`src/rtl/game_flow_ctrl_pkg.sv`:
```
// +--------------------------------------------------------------------+
// | game_flow_ctrl_pkg : shared state encodings and sizing helpers     |
// | Rev 1.0                                                            |
// +--------------------------------------------------------------------+
`default_nettype none

package game_flow_ctrl_pkg;

  localparam logic [1:0] ST_IDLE    = 2'd0;
  localparam logic [1:0] ST_PLAYING = 2'd1;
  localparam logic [1:0] ST_DEAD    = 2'd2;
  localparam logic [1:0] ST_OVER    = 2'd3;

  localparam int HOLDOFF_DEFAULT = 60;
  localparam int BCD_W           = 4;

  // Hold counter only needs to reach HOLDOFF_TICKS-1.
  function automatic int hold_width(input int ticks);
    return (ticks > 1) ? $clog2(ticks) : 1;
  endfunction

endpackage

`default_nettype wire

```
`src/rtl/game_flow_ctrl_bcd_counter.sv`:
```
// +--------------------------------------------------------------------+
// | game_flow_ctrl_bcd_counter : saturating multi-digit BCD counter    |
// | Rev 1.0                                                            |
// +--------------------------------------------------------------------+
`default_nettype none

module game_flow_ctrl_bcd_counter
  import game_flow_ctrl_pkg::*;
#(
  parameter int DIGITS = 4
) (
  input  logic                      gameClk,
  input  logic                      reset,
  input  logic                      clear,
  input  logic                      inc,
  output logic [BCD_W*DIGITS-1:0]   count
);

  logic [BCD_W*DIGITS-1:0] r_count;
  logic [BCD_W*DIGITS-1:0] w_next;
  logic [DIGITS:0]         w_carry;
  logic [DIGITS-1:0]       w_nine;
  logic                    w_sat;

  assign w_sat      = &w_nine;
  assign w_carry[0] = inc & ~w_sat;

  generate
    for (genvar i = 0; i < DIGITS; i++) begin : g_digit
      logic [BCD_W-1:0] w_d;
      assign w_d            = r_count[i*BCD_W +: BCD_W];
      assign w_nine[i]      = (w_d == 4'd9);
      assign w_carry[i+1]   = w_carry[i] & w_nine[i];
      assign w_next[i*BCD_W +: BCD_W] = !w_carry[i] ? w_d :
                                        (w_nine[i] ? 4'd0 : w_d + 4'd1);
    end
  endgenerate

  always_ff @(posedge gameClk) begin
    if (reset || clear) begin
      r_count <= '0;
    end else begin
      r_count <= w_next;
    end
  end

  assign count = r_count;

endmodule

`default_nettype wire

```
`src/rtl/game_flow_ctrl.sv`:
```
// +--------------------------------------------------------------------+
// | game_flow_ctrl : round sequencer (flap pulses, hold-off, score)    |
// | Optional HIGH_SCORE_EN adds a best-score register. Rev 1.0         |
// +--------------------------------------------------------------------+
`default_nettype none

module game_flow_ctrl
  import game_flow_ctrl_pkg::*;
#(
  parameter int HOLDOFF_TICKS = HOLDOFF_DEFAULT,
  parameter int SCORE_DIGITS  = 4
) (
  input  logic                            gameClk,
  input  logic                            reset,
  input  logic                            button,
  input  logic                            collision,
  input  logic                            pipe_passed,
  output logic [1:0]                      state,
  output logic                            finished,
  output logic                            bird_reset,
  output logic                            flap,
  output logic [BCD_W*SCORE_DIGITS-1:0]   score,
  output logic [BCD_W*SCORE_DIGITS-1:0]   high_score
);

  localparam int            HW          = hold_width(HOLDOFF_TICKS);
  localparam logic [HW-1:0] C_HOLD_LOAD = HW'(HOLDOFF_TICKS - 1);
  localparam int            SW          = BCD_W * SCORE_DIGITS;

  logic [1:0]    r_state;
  logic [HW-1:0] r_hold;
  logic          r_btn_q;
  logic          r_finished;
  logic          r_bird_reset;
  logic          r_flap;

  logic          w_rise;
  logic [1:0]    w_state_nxt;
  logic [HW-1:0] w_hold_nxt;
  logic          w_flap_nxt;
  logic          w_bird_reset_nxt;
  logic          w_clear;
  logic          w_inc;
  logic          w_die;
  logic [SW-1:0] w_score;

  assign w_rise = button & ~r_btn_q;

  always_comb begin
    w_state_nxt      = r_state;
    w_hold_nxt       = r_hold;
    w_flap_nxt       = 1'b0;
    w_bird_reset_nxt = 1'b0;
    w_clear          = 1'b0;
    w_inc            = 1'b0;
    w_die            = 1'b0;
    case (r_state)
      ST_IDLE: begin
        if (w_rise) begin
          w_state_nxt = ST_PLAYING;
          w_flap_nxt  = 1'b1;
          w_clear     = 1'b1;
        end
      end
      ST_PLAYING: begin
        // Collision dominates both a same-tick flap and a same-tick pipe pass.
        if (collision) begin
          w_state_nxt = ST_DEAD;
          w_hold_nxt  = C_HOLD_LOAD;
          w_die       = 1'b1;
        end else begin
          w_flap_nxt  = w_rise;
          w_inc       = pipe_passed;
        end
      end
      ST_DEAD: begin
        if (r_hold == '0) begin
          w_state_nxt = ST_OVER;
        end else begin
          w_hold_nxt  = r_hold - HW'(1);
        end
      end
      ST_OVER: begin
        if (w_rise) begin
          w_state_nxt      = ST_IDLE;
          w_bird_reset_nxt = 1'b1;
        end
      end
      default: w_state_nxt = ST_IDLE;
    endcase
  end

  always_ff @(posedge gameClk) begin
    if (reset) begin
      r_state      <= ST_IDLE;
      r_hold       <= '0;
      r_btn_q      <= 1'b1;
      r_finished   <= 1'b0;
      r_bird_reset <= 1'b0;
      r_flap       <= 1'b0;
    end else begin
      r_state      <= w_state_nxt;
      r_hold       <= w_hold_nxt;
      r_btn_q      <= button;
      r_finished   <= (w_state_nxt == ST_DEAD) || (w_state_nxt == ST_OVER);
      r_bird_reset <= w_bird_reset_nxt;
      r_flap       <= w_flap_nxt;
    end
  end

  game_flow_ctrl_bcd_counter #(
    .DIGITS (SCORE_DIGITS)
  ) u_score (
    .gameClk (gameClk),
    .reset   (reset),
    .clear   (w_clear),
    .inc     (w_inc),
    .count   (w_score)
  );

`ifdef HIGH_SCORE_EN
  logic [SW-1:0] r_high;

  // Packed BCD compares correctly as plain unsigned binary.
  always_ff @(posedge gameClk) begin
    if (reset) begin
      r_high <= '0;
    end else if (w_die && (w_score > r_high)) begin
      r_high <= w_score;
    end
  end

  assign high_score = r_high;
`else
  assign high_score = '0;
`endif

  assign state      = r_state;
  assign finished   = r_finished;
  assign bird_reset = r_bird_reset;
  assign flap       = r_flap;
  assign score      = w_score;

endmodule

`default_nettype wire

```
`config.mk`:
```
export PLATFORM = sky130hd
export DESIGN_NAME = game_flow_ctrl
export DESIGN_NICKNAME = d
export VERILOG_FILES = /design/src/rtl/game_flow_ctrl_pkg.sv /design/src/rtl/game_flow_ctrl_bcd_counter.sv /design/src/rtl/game_flow_ctrl.sv
export SDC_FILE = /design/constraint.sdc
export NUM_CORES = 1
export LEC_CHECK = 0
export CORE_UTILIZATION = 59
export CTS_BUF_LIST = sky130_fd_sc_hd__clkbuf_4
export CTS_CLUSTER_DIAMETER = 100
export DETAILED_ROUTE_END_ITERATION = 16
export DONT_BUFFER_PORTS = 1
export PLACE_DENSITY = 0.87
export SKIP_CTS_REPAIR_TIMING = 1
export SYNTH_ARGS = -nofsm -noshare
export SYNTH_HDL_FRONTEND = slang
export SYNTH_SLANG_ARGS = --single-unit
```
`constraint.sdc`:
```
create_clock -name gameClk -period 1.7 [get_ports gameClk]
set_input_delay 0.51 -clock gameClk [delete_from_list [all_inputs] [get_ports gameClk]]
set_output_delay 0.51 -clock gameClk [all_outputs]
set_load 0.05 [all_outputs]
```
* Word-level counts from Yosys, hierarchy flattened *
Cells that the tools add are included.

word-level totals
  output and inout bits = 37
  flip-flop bits (word level) = 28
  logic and storage cells = 60
  input port bits = 5

cells by class
  equality and inequality tests = 11
  bitwise gates (word level) = 8
  $add $sub $neg = 5
  reduce and logical (&&, ||, !) cells = 8
  mux-type cells = 18

operators with widths
  kind                   number
  $add A4 B1 Y4 const B  4
  $eq A4 B4 Y1 const B   4
  $mux W4                4
  $mux W6                2
  $pmux W6 S2            1
  $eq A2 B2 Y1 const B   4
  $mux W2                4
  $pmux W2 S4            1
  $logic_not A6 Y1       1
  $sub A6 B1 Y6 const B  1
  $and A1 B1 Y1          5
  $mux W1                5
  $ne A2 B2 Y1 const B   2
  $reduce_and A4 Y1      1
  $not A1 Y1             3
  $reduce_and A3 Y1      1
  $eq A2 B1 Y1 const B   1
  $logic_not A2 Y1       1
  $logic_or A1 B1 Y1     2
  $pmux W1 S2            1
  $reduce_bool A2 Y1     1
  $reduce_or A2 Y1       1

* Depth between registers and ports, before layout *
  depth in word-level cells = 7
  depth in mapped cells = 6
  depth with buffers taken out = 6

* Cells and area by module *
Synthesis repeated with hierarchy kept, for this count alone.

second synthesis, totals
  cells, all modules = 189
  area total of the unflattened synthesis = 1564.0 sq um

modules (own cells, without submodules)
  module                      cells an instance  instances  area each (sq um)
  game_flow_ctrl_bcd_counter  106                1          873.3
  game_flow_ctrl              83                 1          690.7

* Least setup slack after synthesis *
Ideal clock, no wire load.

  kind = reg-to-reg
  from = register r_state[0], in the netlist state[0]
  to = register u_score.r_count[8], in the netlist u_score.count[8]
  clock period less this slack = 1.935 ns
  library setup time = 0.070 ns
  cell stages (with the launch flop) = 7
  arrival = 1.866 ns
  data required time = 1.630 ns
  setup slack = -0.235 ns
  buffers on the path = 2
  cells stage by stage = dfxtp_1 buf_6 and4bb_4 buf_6 nand3_1 or4_1 a21oi_1

between the ends
  longest elaborated chain between the ends = 5

ends and longest elaborated chain
  element                     line                              text
  start, declared             game_flow_ctrl.sv:30              logic [1:0] r_state;
  start signal, assigned      game_flow_ctrl.sv:102             r_state <= w_state_nxt;
  $eq A2 B1 Y1                game_flow_ctrl.sv:57              case (r_state)
  $mux W1                     game_flow_ctrl.sv:57
  $and A1 B1 Y1               game_flow_ctrl_bcd_counter.sv:26  assign w_carry[0] = inc & ~w_sat;
  $and A1 B1 Y1 (2 in a row)  game_flow_ctrl_bcd_counter.sv:33  assign w_carry[i+1] = w_carry[i] & w_nine[i];
  end signal, assigned        game_flow_ctrl_bcd_counter.sv:43  r_count <= w_next;
  end, declared               game_flow_ctrl_bcd_counter.sv:19  logic [BCD_W*DIGITS-1:0] r_count;

Several ways; a longest one is shown, not always the timed one.
A chain may end at the register's enable or synchronous reset.

* Worst setup path in the final report *
  from = register r_state[1], in the netlist state[1]
  to = output state[1]

RTL lines
  element        line                  text
  end, declared  game_flow_ctrl.sv:18  output logic [1:0] state,

No word-level cell between the ends.

==> flow_metrics.tcl <==
set metrics [dict create \
    initial_utilization 0.632 \
    clk_pin_slew_ns 0.14 \
    outcome "complete, no violations" \
    grt_pass1_vias 1338 \
    h-tree-depth 1 \
    peakVddDrop_mv 0.580 \
    worst_pin_slew_ns 0.672 \
    drive_gt1_frac 0.292 \
    ant_nets 0 \
    wl_per_cell_um 15.3 \
    first_iter_violations 29 \
    fp.dieH_um 53.8 \
    routed-via-count 1381 \
    multi_input_area_um2 911 \
    crit_slowest_cell "dfxtp_2" \
    grt_antenna_before_repair 0 \
    finalHoldViolCount 0 \
    firstDrtPassIters 4 \
    fin_nets 209 \
    core_area_um2 2500 \
    drc 0 \
    path_max_fanout 12 \
    synth-seq-area-share 0.342 \
    p_leak_nw 0.694 \
    regToRegSetupSlack_ns 0.1 \
    totalWireLength_um 3560 \
    cts_tree "done" \
    ios 42 \
    cts_buffers 3 \
    clk_latency_ns 0.33 \
    maxCapViolCount 0 \
    grt_max_degree 15 \
    avgSynthCellArea_um2 8.68 \
    relSlewSlack 0.551 \
    synth_flop_cell "dfxtp_1" \
    cellPowerDensity_nw_per_um2 675 \
    synth-edff-count 0 \
    fmax_ghz 0.623 \
    setup_violations 0 \
    cp_slowest_stage_delay_ns 0.36 \
    gp_congestion 0.826 \
    required_ns 1.19 \
    via_per_inst 5.95 \
    period_share 0.944 \
    final-seq-area_um2 563 \
    ys_warn_count 0 \
    synthTopCellsByArea "dfxtp_1 34%, buf_4 8.1%, a21oi_1 3.2%" \
    dieArea_um2 2890 \
    arrival_ns 1.09 \
    filler_cell_count 205 \
    rsz0062_at_grt "false" \
    drv_slew 0 \
    netlist_instances 182 \
    ys_types 52 \
    area_growth_pct 11.3 \
    die_w_um 53.8 \
    grt_pass1_wl_um 5690 \
    cp_cell_sequence "buf_4, buf_6" \
    critPathKind "reg -> out" \
    synthArstFlopShare 0 \
    crit_path_start_kind "flip-flop" \
    cts_root_buffer "clkbuf_4" \
    worst_slack_ns 0.0959 \
    io_buffer_count 0 \
    critPathCaptureType "output pin" \
    ys_ff_latch 27 \
    hold_class "in -> reg" \
    placed_cell_area_um2 1710 \
    hpwl_um 2690 \
    timing.critical_path.max_delay_family "buffers and inverters" \
    preCtsSetupSlack_ns -0.00350 \
    hold_ws_ns 0.215 \
    final_area_um2 1760 \
    finalWorstPathRequiredPeriod_ns 1.60 \
    finClkSkew_ns 0.00197 \
    grt_overflow 0 \
    track_usage 0.273 \
    synth_top_area_cell "dfxtp_1" \
    clock-sinks 27 \
    critPathBufInv 2 \
    syn-cell-area_um2 1580 \
    cts_buffer_depth 2 \
    row_count 18 \
    antenna_cells 0 \
    synth_top_area_share 0.342 \
]
[cells in the mapped netlist, types with 4 or more instances]
library cell and count:
dfxtp_1 27, or4_1 4, buf_4 17, o21ai_0 4, nor2b_1 6, nor3_1 9
a21oi_1 10, a211oi_1 6, inv_1 9, nand2_1 11, nor2_1 10, nand3_1 6
[cells by family (layout without fill, tap and decap cells)]
logic type	after synthesis	count (layout)	share of synthesized area
compound gates	39	39	0.169
xor+xnor	3	3	0.0166
fa+ha+maj	1	1	0.00792
buf+inv	32	37	0.127
flops	27	27	0.342
mux	3	3	0.0190
other cells	1	16	0.00237
simple gates	76	76	0.316
[routing by layer]
layer,vias to the layer above,GRT usage,wire length (um)
li1,666,-,-
met1,650,0.277,1430
met2,48,0.514,1820
met3,17,0.0452,181
met4,0,0.162,127
met5,-,0,0
[worst reg2reg max path, stage by stage (launching register included)]
cell	delay, ns
dfxtp_1	0.35
or4b_1	0.58
a211oi_2	0.27
nor3_1	0.09
a211oi_1	0.24
[flip-flops by register name, indices dropped and copies added, names as in the netlist]
name           flops
state              2
flap               1
u_score.count     16
r_hold             6
bird_reset         1
r_btn_q            1
[placed cells by master, fill, tap and decap left out, types with 3 or more instances in the layout]
| cell | instances |
|---|---|
| a211oi_1 | 5 |
| a21oi_1 | 10 |
| buf_4 | 23 |
| clkbuf_4 | 4 |
| conb_1 | 16 |
| dfxtp_1 | 11 |
| dfxtp_2 | 15 |
| inv_1 | 9 |
| mux2i_1 | 3 |
| nand2_1 | 11 |
| nand2b_1 | 3 |
| nand3_1 | 6 |
| nand3b_1 | 3 |
| nor2_1 | 10 |
| nor2b_1 | 6 |
| nor3_1 | 9 |
| o21ai_0 | 4 |
| o31ai_1 | 3 |
| or3_1 | 3 |
| or4_1 | 4 |
[report_power, final]
part | switching, mW | internal, mW | leakage, nW
Combinational | 0.164 | 0.0522 | 0.448
Sequential | 0.0188 | 0.649 | 0.227
Clock | 0.195 | 0.108 | 0.0184
Total | 0.378 | 0.810 | 0.694
[path summary, 6_finish.rpt]
check / from / endpoint / cells after the start
hold / removal: reset / state[1] / 1
hold reg to reg: u_score.count[5] / u_score.count[5] / 2
setup reg to reg: r_hold[1] / r_hold[3] / 4
setup / recovery: state[1] / state[1] / 2
[final cells by class]
type	instances	share of cell area
tap	30	0.0213
timing repair buffer	24	0.105
multi-input combinational	138	0.518
clock buffer	4	0.0171
sequential	27	0.320
inverter	9	0.0192
[per-stage QoR]
stage               cells  total power [mW]   util  setup TNS, ns
detailed placement    228             0.891  0.686       -0.00350
floorplan             197             0.894      -              0
global route          232              1.23  0.704              0
finish                232              1.19  0.704              0
global placement      228             0.881  0.686              0
CTS                   232              1.19  0.698        -0.0284
Note: power is estimated with default switching activity, not from simulation.
